===== config.mk =====
export PLATFORM = sky130hd
export DESIGN_NAME = controller_fsm
export DESIGN_NICKNAME = d
export VERILOG_FILES = /design/src/rtl/controller_fsm.sv
export SDC_FILE = /design/constraint.sdc
export NUM_CORES = 1
export LEC_CHECK = 0
export BUFFER_PORTS_ARGS = -buffer_cell sky130_fd_sc_hd__buf_4
export CORE_ASPECT_RATIO = 0.7
export CORE_MARGIN = 10
export CORE_UTILIZATION = 34
export CTS_CLUSTER_DIAMETER = 40
export CTS_CLUSTER_SIZE = 30
export DETAILED_ROUTE_END_ITERATION = 8
export PLACE_DENSITY = 0.73
export SETUP_SLACK_MARGIN = 0.02
export SYNTH_ARGS = -nofsm -noshare
export SYNTH_HDL_FRONTEND = slang
export SYNTH_SLANG_ARGS = --single-unit

===== constraint.sdc =====
create_clock -name clk -period 4.89 [get_ports clk]
set_input_delay 1.467 -clock clk [delete_from_list [all_inputs] [get_ports clk]]
set_output_delay 1.467 -clock clk [all_outputs]
set_load 0.1 [all_outputs]

===== src/rtl/controller_fsm.sv =====
// controller_fsm -- multicycle instruction sequencer for a small ARM-like datapath.
//
// Steps each instruction through fetch, decode and one to three execute states.
// It drives the datapath enables, mux selects and ALU function from the current
// state and IR. It also holds the condition flags used by the decode step.
//
// Ports
//   clk                      sole clock, rising edge
//   reset                    synchronous, active-high
//   IR[31:0]                 instruction register from the datapath
//   Z, C, N, V               live ALU flags
//   Mem_read, Mem_write, reg_write, PC_write, Jump, ldPCreg, IRwrite   enables
//   IoD, PCreg, WAddr, DT_store, ALUsrcA, PCsrc                        mux selects
//   ALUsrcB[1:0]             00 B, 01 const 1, 10 OP2 imm, 11 sext26
//   writeMux[1:0]            00 MDR, 01 ALU_out, 10 PC
//   ALUoperation[3:0]        ALU function
//   flags[3:0]               latched {N,Z,C,V}
//   state[3:0]               current state encoding
//
// state    | meaning
// ---------+----------------------------------------------------------
// FETCH    | read instruction, PC <= PC + 1
// DECODE   | test condition field against latched flags, dispatch
// EXEC_DP  | data-processing ALU op, optional flag update
// WB_DP    | write ALU result to register file
// MEM_ADDR | compute load/store address (base +/- offset)
// MEM_RD   | read data memory
// MEM_WB   | write loaded data to register file
// MEM_ST   | write data memory
// BRANCH   | PC <= PC + sext26, optional link write of PC

module controller_fsm #(
   parameter logic [3:0] ALU_ADD = 4'b0100,
   parameter logic [3:0] ALU_SUB = 4'b0010
) (
   input  logic        clk,
   input  logic        reset,
   input  logic [31:0] IR,
   input  logic        Z,
   input  logic        C,
   input  logic        N,
   input  logic        V,
   output logic        Mem_read,
   output logic        Mem_write,
   output logic        reg_write,
   output logic        PC_write,
   output logic        Jump,
   output logic        ldPCreg,
   output logic        IRwrite,
   output logic        IoD,
   output logic        PCreg,
   output logic        WAddr,
   output logic        DT_store,
   output logic        ALUsrcA,
   output logic        PCsrc,
   output logic [1:0]  ALUsrcB,
   output logic [1:0]  writeMux,
   output logic [3:0]  ALUoperation,
   output logic [3:0]  flags,
   output logic [3:0]  state
);

   typedef enum logic [3:0] {
      S_FETCH    = 4'd0,
      S_DECODE   = 4'd1,
      S_EXEC_DP  = 4'd2,
      S_WB_DP    = 4'd3,
      S_MEM_ADDR = 4'd4,
      S_MEM_RD   = 4'd5,
      S_MEM_WB   = 4'd6,
      S_MEM_ST   = 4'd7,
      S_BRANCH   = 4'd8
   } state_t;

   state_t     r_state;
   state_t     w_next;
   logic [3:0] r_flags;
   logic       w_cond;
   logic       w_flag_ld;
   logic       w_unused;

   // Offset/register fields are consumed by the datapath, not here.
   assign w_unused = ^{IR[19:0]};

   assign state = r_state;
   assign flags = r_flags;

   always_ff @(posedge clk) begin
      if (reset) begin
         r_state <= S_FETCH;
         r_flags <= 4'b0000;
      end else begin
         r_state <= w_next;
         if (w_flag_ld) r_flags <= {N, Z, C, V};
      end
   end

   // Condition field against the latched flags, r_flags = {N,Z,C,V}.
   always_comb begin
      w_cond = 1'b0;
      case (IR[31:28])
         4'h0: w_cond = r_flags[2];
         4'h1: w_cond = !r_flags[2];
         4'h2: w_cond = r_flags[1];
         4'h3: w_cond = !r_flags[1];
         4'h4: w_cond = r_flags[3];
         4'h5: w_cond = !r_flags[3];
         4'h6: w_cond = r_flags[0];
         4'h7: w_cond = !r_flags[0];
         4'h8: w_cond = r_flags[1] && !r_flags[2];
         4'h9: w_cond = !r_flags[1] || r_flags[2];
         4'hA: w_cond = (r_flags[3] == r_flags[0]);
         4'hB: w_cond = (r_flags[3] != r_flags[0]);
         4'hC: w_cond = !r_flags[2] && (r_flags[3] == r_flags[0]);
         4'hD: w_cond = r_flags[2] || (r_flags[3] != r_flags[0]);
         default: w_cond = 1'b1;
      endcase
   end

   always_comb begin
      w_next       = S_FETCH;
      w_flag_ld    = 1'b0;
      Mem_read     = 1'b0;
      Mem_write    = 1'b0;
      reg_write    = 1'b0;
      PC_write     = 1'b0;
      Jump         = 1'b0;
      ldPCreg      = 1'b0;
      IRwrite      = 1'b0;
      IoD          = 1'b0;
      PCreg        = 1'b0;
      WAddr        = 1'b0;
      DT_store     = 1'b0;
      ALUsrcA      = 1'b0;
      PCsrc        = 1'b0;
      ALUsrcB      = 2'b00;
      writeMux     = 2'b00;
      ALUoperation = 4'b0000;

      case (r_state)
         S_FETCH: begin
            Mem_read     = 1'b1;
            IRwrite      = 1'b1;
            ldPCreg      = 1'b1;
            PC_write     = 1'b1;
            ALUsrcB      = 2'b01;
            ALUoperation = ALU_ADD;
            w_next       = S_DECODE;
         end
         S_DECODE: begin
            if (w_cond) begin
               case (IR[27:26])
                  2'b00:   w_next = S_EXEC_DP;
                  2'b01:   w_next = S_MEM_ADDR;
                  2'b10:   w_next = S_BRANCH;
                  default: w_next = S_FETCH;
               endcase
            end
         end
         S_EXEC_DP: begin
            ALUsrcA      = 1'b1;
            ALUsrcB      = IR[25] ? 2'b10 : 2'b00;
            ALUoperation = IR[24:21];
            w_flag_ld    = IR[20];
            // TST and CMP only set flags, so they skip write-back.
            if (IR[24:21] == 4'b1000 || IR[24:21] == 4'b1010) w_next = S_FETCH;
            else                                               w_next = S_WB_DP;
         end
         S_WB_DP: begin
            reg_write = 1'b1;
            writeMux  = 2'b01;
         end
         S_MEM_ADDR: begin
            ALUsrcA      = 1'b1;
            ALUsrcB      = 2'b10;
            ALUoperation = IR[23] ? ALU_ADD : ALU_SUB;
            w_next       = IR[20] ? S_MEM_RD : S_MEM_ST;
         end
         S_MEM_RD: begin
            Mem_read = 1'b1;
            IoD      = 1'b1;
            w_next   = S_MEM_WB;
         end
         S_MEM_WB: begin
            reg_write = 1'b1;
         end
         S_MEM_ST: begin
            Mem_write = 1'b1;
            IoD       = 1'b1;
            DT_store  = 1'b1;
         end
         S_BRANCH: begin
            PCreg        = 1'b1;
            ALUsrcB      = 2'b11;
            ALUoperation = ALU_ADD;
            Jump         = 1'b1;
            if (IR[24]) begin
               reg_write = 1'b1;
               WAddr     = 1'b1;
               writeMux  = 2'b10;
            end
         end
         default: w_next = S_FETCH;
      endcase

      // Reset blanks every control output immediately so an aborted
      // instruction cannot complete a write in the reset cycle.
      if (reset) begin
         Mem_read     = 1'b0;
         Mem_write    = 1'b0;
         reg_write    = 1'b0;
         PC_write     = 1'b0;
         Jump         = 1'b0;
         ldPCreg      = 1'b0;
         IRwrite      = 1'b0;
         IoD          = 1'b0;
         PCreg        = 1'b0;
         WAddr        = 1'b0;
         DT_store     = 1'b0;
         ALUsrcA      = 1'b0;
         PCsrc        = 1'b0;
         ALUsrcB      = 2'b00;
         writeMux     = 2'b00;
         ALUoperation = 4'b0000;
      end
   end

endmodule


==> reports/metrics.csv, run 1 <==
metric,value,unit
fin_ws,0.865,ns
rsz0062_at_grt,false,
grt_pass1_vias,858,
ios,67,
cts_tree,built,
crit_type,input port to primary output,
area_growth,44.9,%
finalCritPeriodShare,82.3,%
grt_max_degree,15,
cts_setup_buffers,0,
cts.sinks,8,
synthSimpleGateAreaFrac,41.5,%
drtIter0Drc,71,
clock_skew,0.00479,ns
reg2reg_depth,5,
synthFlopType,dfxtp_1,
die_area,4640,sq um
synth_seq_cells,8,
vias,888,
synth_top_family_by_area,simple AND/OR/NAND/NOR gates,
place_hpwl,2200,microns
finalSetupViolCount,0,
hp-start,flags[1],
max_cap_viol_count,0,
drt_pass1_iterations,4,
ir_drop,0.106,mV
fmax,248,MHz
place_ws,0.883,ns
port_buffers,45,
r2r_slack,3.29,ns
htree_levels,1,
core_area,2170,sq um
critPathLaunch,reset,
seq_power_share,29.9,%
sw_frac_of_total,48.0,%
hold_class,flop to flop,
synth_fp_nets,143,
path_clk_slew,0.05,ns
max-slew-margin-rel,64.9,%
clockBufferDepth,2,
num-nets-final,181,
clkLatencyLatePin,0.26,ns
cp.required,3.42,ns
p_per_area,214,nW/um^2
synth_xor_xnor_area_share,4.49,%
synth_fa_ha_area_share,0,%
synthArstFlopShare,0,%
p_int,126,uW
n_antenna_cell,0,
cts-resized-gates,0,
status,"complete, no violations",
critPathCaptureType,primary output,
multi_input_area,552,sq um
yosysTopAreaCellShare,20.5,%
std_cell_rows,14,
yosysWarnings,0,
die_h,60.1,microns
netlist_area,781,sq um
hold_viol,0,
start_util,35.9,%
die_w,77.3,microns
synth_compound_area_share,14.7,%
cts_buffers,3,
tightest_slew,0.526,ns
reg2reg_to,state[1],
reg2reg_from,flags[3],
synthCells,105,
final_area,1130,sq um
clock_tree.root_cell,clkbuf_4,
cts_hold_buffers,0,
gr-total-overflow,0,
grt_usage,10.8,%
yosysTopAreaCell,dfxtp_1,
cp_max_fo,11,
drtAntennaViolNets,0,
seqCellArea,160,sq um
slew_violations,0,
synthMuxAreaShare,6.41,%
n_fill_cell,231,
synth_edf_count,0,
antenna_found_initial,0,
p_comb_share,48.5,%
clock_power_share,21.6,%
cp_data_arrival_time,2.56,ns
place_congestion,0.841,
p_leak,0.000561,uW
cp-start-kind,input port,
wl_per_cell,15.3,microns
yosysSeqAreaShare,20.5,%
synthTopCellsByArea,"dfxtp_1, mux2i_1, nor2_1",
grt_pass1_wl,4160,microns
drc_errors,0,
synth.avg_cell_area,7.44,sq um
period_minus_slack,4.02,ns
total_power,242,uW
endpoint,ALUoperation[1],
routed_wl,2660,microns
dpl_cell_area,1110,sq um
viasPerCell,5.13,
drive_gt1_share,43.3,%
p_switching,116,uW
ys_types,43,
-- per-layer routing --
metal / vias to the layer above / share of wire, % / track usage (%)
met5: - / 0 / 0
met4: 0 / 0 / 0.259
met3: 0 / 4.9 / 3.74
met2: 30 / 53 / 19.2
met1: 412 / 42 / 12.9
li1: 446 / - / -
-- power by group through the flow --
stage / logic, uW / clock network, uW / registers, uW
floorplan: 81.2 / 0 / 83.2
detailed placement: 118 / 0 / 73.6
global placement: 116 / 0 / 73.5
global route: 123 / 56.1 / 72.9
finish: 118 / 52.4 / 72.4
CTS: 118 / 52.7 / 72.2
-- sequential cells by signal (all words and copies together), names as in the netlist --
register	flops
state	4
flags	4
-- Yosys cell counts, types with 3 or more instances --
cell type and n:
dfxtp_1 8, nand3_1 3, nand2_1 4, and2_1 3, a21oi_1 4, and3_1 6, buf_4 6, xor2_1 3
mux2i_1 5, nor3_1 5, inv_1 4, nor3b_1 3, clkbuf_1 3, nor2_1 13
-- cells by family after synthesis --
group	count (synthesis)
buffers and inverters	16
DFF	8
AOI/OAI and AO/OA	16
and+or+nand+nor	55
other	1
xor gates and xnor gates	4
muxes	5
-- cell type report --
cell class / instances / share of cell area, %
Tap cell: 32 / 3.54
Timing Repair Buffer: 45 / 29.9
Multi-Input combinational cell: 81 / 48.8
Sequential cell: 8 / 14.2
Clock buffer: 3 / 1.99
Inverter: 4 / 1.66
-- worst max-delay path, stage by stage --
cell and delay (ns):
buf_4 0.16, nor3_1 0.21, o21a_2 0.21, nor2_1 0.06, nor4_4 0.12, buf_4 0.33
-- how the worst min path moves through the flow --
stage | endpoint | slack, ns | depth (start not counted)
final | flags[1] | 0.59 | 2
after global routing | flags[1] | 0.61 | 2
after CTS | flags[1] | 0.60 | 2
after detailed placement | flags[1] | 0.57 | 2
after global placement | flags[1] | 0.56 | 2
after floorplan | state[0] | 0.99 | 2
-- per-stage QoR --
stage | TNS (ns) | cells | hold WS (ns) | util, %
after floorplan | -0.393 | 105 | 0.990 | -
after global placement | 0 | 170 | 0.562 | 51.0
after detailed placement | 0 | 170 | 0.568 | 51.0
after CTS | 0 | 173 | 0.595 | 52.1
after global routing | 0 | 173 | 0.614 | 52.1
final | 0 | 173 | 0.589 | 52.1
-- layout by cell type (no fill, tap or decap), types with 3 or more instances in the layout --
cell type and n:
clkbuf_4 3, a21oi_1 4, buf_4 45, nor3_1 5, inv_1 3, nor3b_1 3, dfxtp_1 8, mux2i_1 5
nor2_1 12, nand2_1 4, nand3_1 3, xor2_1 3, and3_2 3, and3_1 4
Power figures use the tool's default switching activity.
==> run 2: changes to the inputs <==
--- a/config.mk
+++ b/config.mk
@@ -12,7 +12,7 @@
 export CTS_CLUSTER_DIAMETER = 40
 export CTS_CLUSTER_SIZE = 30
 export DETAILED_ROUTE_END_ITERATION = 8
-export PLACE_DENSITY = 0.73
+export PLACE_DENSITY = 0.76
 export SETUP_SLACK_MARGIN = 0.02
 export SYNTH_ARGS = -nofsm -noshare
 export SYNTH_HDL_FRONTEND = slang
==> constraint.sdc (replaced) <==
create_clock -name clk -period 3.7 [get_ports clk]
set_input_delay 1.11 -clock clk [delete_from_list [all_inputs] [get_ports clk]]
set_output_delay 1.11 -clock clk [all_outputs]
set_load 0.1 [all_outputs]
==> reports/metrics.csv, run 2 (same netlist as run 1, synthesis figures left out) <==
metric,value,unit,change
cp_data_arrival_time,2.18,ns,was 2.56 ns
hold_class,flop to flop,,unchanged
cts-resized-gates,0,,unchanged
layout.cells.most_common,buf_4,,unchanged
start_util,35.9,%,unchanged
ir_drop,0.106,mV,about the same
antenna_found_initial,0,,unchanged
drive_gt1_share,49.6,%,was 43.3%
finalSetupViolCount,0,,unchanged
die_area,4640,sq um,unchanged
max-slew-margin-rel,60.8,%,was 64.9%
grt_pass1_vias,884,,was 858
clockBufferDepth,2,,unchanged
final_util,54.4,%,was 52.1%
clock_tree.root_cell,clkbuf_4,,unchanged
rsz0062_at_grt,false,,unchanged
crit_type,input port to primary output,,unchanged
area_growth,51.4,%,was 44.9%
cts_hold_buffers,0,,unchanged
viasPerCell,5.25,,was 5.13
status,"complete, no violations",,unchanged
drc_errors,0,,unchanged
hold_viol,0,,unchanged
cts_tree,built,,unchanged
clock_skew,0.00163,ns,was 0.00479 ns
setup_tns,0,ns,unchanged
cts.sinks,8,,unchanged
layout_common_cells,"buf_4, nor2_1, dfxtp_1, mux2i_1, and3_1",,"was buf_4, nor2_1, dfxtp_1, nor3_1, mux2i_1"
critPathCaptureType,primary output,,unchanged
core_area,2170,sq um,unchanged
grt_pass1_wl,4230,microns,was 4160 microns
grt_usage,11.3,%,was 10.8%
ios,67,,unchanged
tightest_slew,0.587,ns,was 0.526 ns
cp.required,2.59,ns,was 3.42 ns
gr-total-overflow,0,,unchanged
drtAntennaViolNets,0,,unchanged
fin_ws,0.410,ns,was 0.865 ns
routed_wl,2720,microns,was 2660 microns
drtIter0Drc,55,,was 71
cp-start-kind,input port,,unchanged
drt_pass1_iterations,4,,unchanged
vias,909,,was 888
period_minus_slack,3.29,ns,
p_per_area,279,nW/um^2,was 214 nW/um^2
cp_max_fo,11,,unchanged
grt_max_degree,15,,unchanged
place_hpwl,2180,microns,was 2200 microns
port_buffers,45,,unchanged
p_leak,0.000571,uW,was 0.000561 uW
die_h,60.1,microns,unchanged
dpl_cell_area,1160,sq um,was 1110 sq um
final_area,1180,sq um,was 1130 sq um
fmax,304,MHz,
place_ws,0.396,ns,was 0.883 ns
die_w,77.3,microns,unchanged
clkLatencyLatePin,0.27,ns,was 0.26 ns
place_congestion,0.813,,was 0.841
num-nets-final,181,,unchanged
htree_levels,1,,unchanged
std_cell_rows,14,,unchanged
cts_buffers,3,,unchanged
cts_setup_buffers,0,,unchanged
slew_violations,0,,unchanged
finalCritPeriodShare,88.9,%,
path_clk_slew,0.05,ns,about the same
n_antenna_cell,0,,unchanged
wl_per_cell,15.7,microns,was 15.3 microns
max_cap_viol_count,0,,unchanged
[run 2: cell counts in the layout (fill, tap and decap cells not counted)]
No cell type changed its count.
[run 2: per-layer routing]
metal | vias up | track usage (%) | part of all wire, %
met5 | - | 0 | 0
met4 | 0 | 4.15 | 1.2
met2 | 40 | 20.5 | 52
met1 | 424 | 11.6 | 40
li1 | 440 | - | -
met3 | 5 | 4.79 | 6.5
[run 2: path summary, 6_finish.rpt]
kind / slack [ns] / to / cells after the start / startpoint
worst max-delay path: 0.41 / ALUoperation[1] / 6 / reset
worst min-delay path: 0.59 / flags[2] / 2 / flags[2]
worst max register to register: 2.08 / state[1] / 5 / flags[3]
worst min register to register: 0.59 / flags[2] / 2 / flags[2]
[run 2: cell type report]
cell class	instances	area, sq um
clock buffer	3	22.5
multi-input combinational	81	601
tap	32	40.0
sequential	8	163
timing repair buffer	45	338
fill	209	990
inverter	4	18.8
[run 2: metrics by stage]
step / power (uW) / hold slack [ns] / std cells
2_1_floorplan: 226 / 0.989 / 105
3_3_place_gp: 257 / 0.552 / 170
3_5_place_dp: 260 / 0.584 / 170
4_1_cts: 330 / 0.593 / 173
5_1_grt: 341 / 0.644 / 173
6_report: 330 / 0.586 / 173
[run 2: power by group]
part	switching (uW)	internal, uW	total, uW
logic	118	43.3	162
clock network	34.1	37.4	71.5
registers	7.67	88.9	96.6
[run 2: worst max-delay path: stages]
cell and delay (ns):
buf_4 0.17, nor3_2 0.15, o21a_4 0.18, nor2_4 0.04, nor4_4 0.19, buf_4 0.33
==> run 3: changes to the inputs <==
--- a/config.mk
+++ b/config.mk
@@ -12,7 +12,7 @@
 export CTS_CLUSTER_DIAMETER = 40
 export CTS_CLUSTER_SIZE = 30
 export DETAILED_ROUTE_END_ITERATION = 8
-export PLACE_DENSITY = 0.76
+export PLACE_DENSITY = 0.8
 export SETUP_SLACK_MARGIN = 0.02
 export SYNTH_ARGS = -nofsm -noshare
 export SYNTH_HDL_FRONTEND = slang
==> reports/metrics.csv, run 3 (same netlist as run 1, synthesis figures left out) <==
metric,value,unit,change
max_cap_viol_count,0,,unchanged
p_leak,0.000571,uW,unchanged
p_int,169,uW,was 170 uW
finalSetupViolCount,0,,unchanged
p_per_area,275,nW/um^2,was 279 nW/um^2
layout.cells.most_common,buf_4,,unchanged
cts_setup_buffers,0,,unchanged
critPathCaptureType,primary output,,unchanged
sw_frac_of_total,47.8,%,was 48.5%
critPathMaxStageDelay,0.33,ns,about the same
hold_class,flop to flop,,unchanged
n_antenna_cell,0,,unchanged
layout_common_cells,"buf_4, nor2_1, dfxtp_1, mux2i_1, and3_1",,unchanged
tightest_slew,0.579,ns,was 0.587 ns
port_buffers,45,,unchanged
multi_input_area,601,sq um,unchanged
htree_levels,1,,unchanged
seq_power_share,29.8,%,was 29.3%
period_minus_slack,3.29,ns,about the same
rsz0062_at_grt,false,,unchanged
place_ws,0.402,ns,was 0.396 ns
fin_ws,0.406,ns,was 0.410 ns
cts_tree,built,,unchanged
cts_hold_buffers,0,,unchanged
worstPathCellList,"buf_4, nor2_4, nand2_4, clkinvlp_4, nor2_4, nor4_4, buf_4",,"was buf_4, nor3_2, o21a_4, nor2_4, nor4_4, buf_4"
vias,894,,was 909
drtAntennaViolNets,0,,unchanged
num-nets-final,181,,unchanged
wl_per_cell,15.3,microns,was 15.7 microns
hold_viol,0,,unchanged
max-slew-margin-rel,61.4,%,was 60.8%
grt_max_degree,15,,unchanged
p_comb_share,49.7,%,was 49.0%
die_area,4640,sq um,unchanged
core_area,2170,sq um,unchanged
ir_drop,0.157,mV,was 0.106 mV
gr-total-overflow,0,,unchanged
area_growth,51.4,%,unchanged
clock_skew,0.00286,ns,was 0.00163 ns
ios,67,,unchanged
drt_pass1_iterations,5,,was 4
die_h,60.1,microns,unchanged
grt_pass1_vias,870,,was 884
fmax,304,MHz,about the same
clkLatencyLatePin,0.26,ns,was 0.27 ns
std_cell_rows,14,,unchanged
crit_type,input port to primary output,,unchanged
cts_buffers,3,,unchanged
clock_power_share,20.5,%,was 21.7%
place_congestion,0.843,,was 0.813
drive_gt1_share,49.6,%,unchanged
cp-start-kind,input port,,unchanged
die_w,77.3,microns,unchanged
grt_pass1_wl,4370,microns,was 4230 microns
drtIter0Drc,86,,was 55
finalCritPeriodShare,89.0,%,was 88.9%
path_clk_slew,0.05,ns,about the same
n_fill_cell,208,,was 209
cts-resized-gates,0,,unchanged
slew_violations,0,,unchanged
routed_wl,2650,microns,was 2720 microns
cp_data_arrival_time,2.18,ns,about the same
cts.sinks,8,,unchanged
start_util,35.9,%,unchanged
clockBufferDepth,2,,unchanged
slowest_stage,buf_4,,unchanged
cp_max_fo,11,,unchanged
seqCellArea,163,sq um,unchanged
clock_tree.root_cell,clkbuf_4,,unchanged
drc_errors,0,,unchanged
stdcell_count,173,,unchanged
antenna_found_initial,0,,unchanged
p_switching,155,uW,was 160 uW
status,"complete, no violations",,unchanged
place_hpwl,2180,microns,about the same
grt_usage,11.4,%,was 11.3%
viasPerCell,5.17,,was 5.25
cp.required,2.59,ns,about the same
dp_cells,170,,unchanged
==> run 3: cell counts in the layout (fill, tap and decap cells not counted) <==
No cell type changed its count.
==> run 3: worst paths after layout <==
kind / from / end / slack, ns / depth (start not counted)
worst min register to register: flags[2] / flags[2] / 0.58 / 2
worst max-delay path: reset / ALUoperation[1] / 0.41 / 7
worst min-delay path: flags[2] / flags[2] / 0.58 / 2
worst max register to register: flags[3] / state[1] / 2.13 / 5
==> run 3: per-layer routing <==
| metal | routed length, microns | track usage, % | up-vias | share of wire, % |
|---|---|---|---|---|
| li1 | - | - | 442 | - |
| met1 | 1020 | 13.2 | 421 | 38 |
| met2 | 1450 | 20.3 | 31 | 55 |
| met3 | 182 | 4.49 | 0 | 6.9 |
| met4 | 0 | 0.777 | 0 | 0 |
| met5 | 0 | 0 | - | 0 |
==> run 3: final cells by class <==
cell class | count | area share [%]
well taps | 32 | 3.39
clock buffers | 3 | 1.90
inverters | 4 | 1.59
flip-flops and latches | 8 | 13.8
multi-input cells | 81 | 50.8
repair buffers | 45 | 28.6
==> run 3: worst max-delay path, delay by kind of cell <==
kind                   cells  cell delay (ns)
buffers and inverters      3             0.63
AND/OR/NAND/NOR            4             0.44
==> run 3: power groups by stage <==
stage | clock network [uW] | registers, uW | logic, uW
after floorplan | 0 | 110 | 116
after global placement | 0 | 98.1 | 159
after detailed placement | 0 | 98.5 | 161
after CTS | 69.4 | 96.6 | 161
after global routing | 75.3 | 97.7 | 168
final | 66.6 | 96.8 | 161
==> run 3: metrics by stage <==
| step | cell area, sq um | power (uW) | setup TNS [ns] | hold WS [ns] | util, % |
|---|---|---|---|---|---|
| after global routing | 1180 | 341 | 0 | 0.661 | 54.4 |
| after global placement | 1160 | 257 | 0 | 0.554 | 53.4 |
| final | 1180 | 325 | 0 | 0.585 | 54.4 |
| after CTS | 1180 | 327 | 0 | 0.591 | 54.4 |
| after floorplan | 881 | 226 | -1.15 | 0.989 | - |
| after detailed placement | 1160 | 260 | 0 | 0.582 | 53.4 |
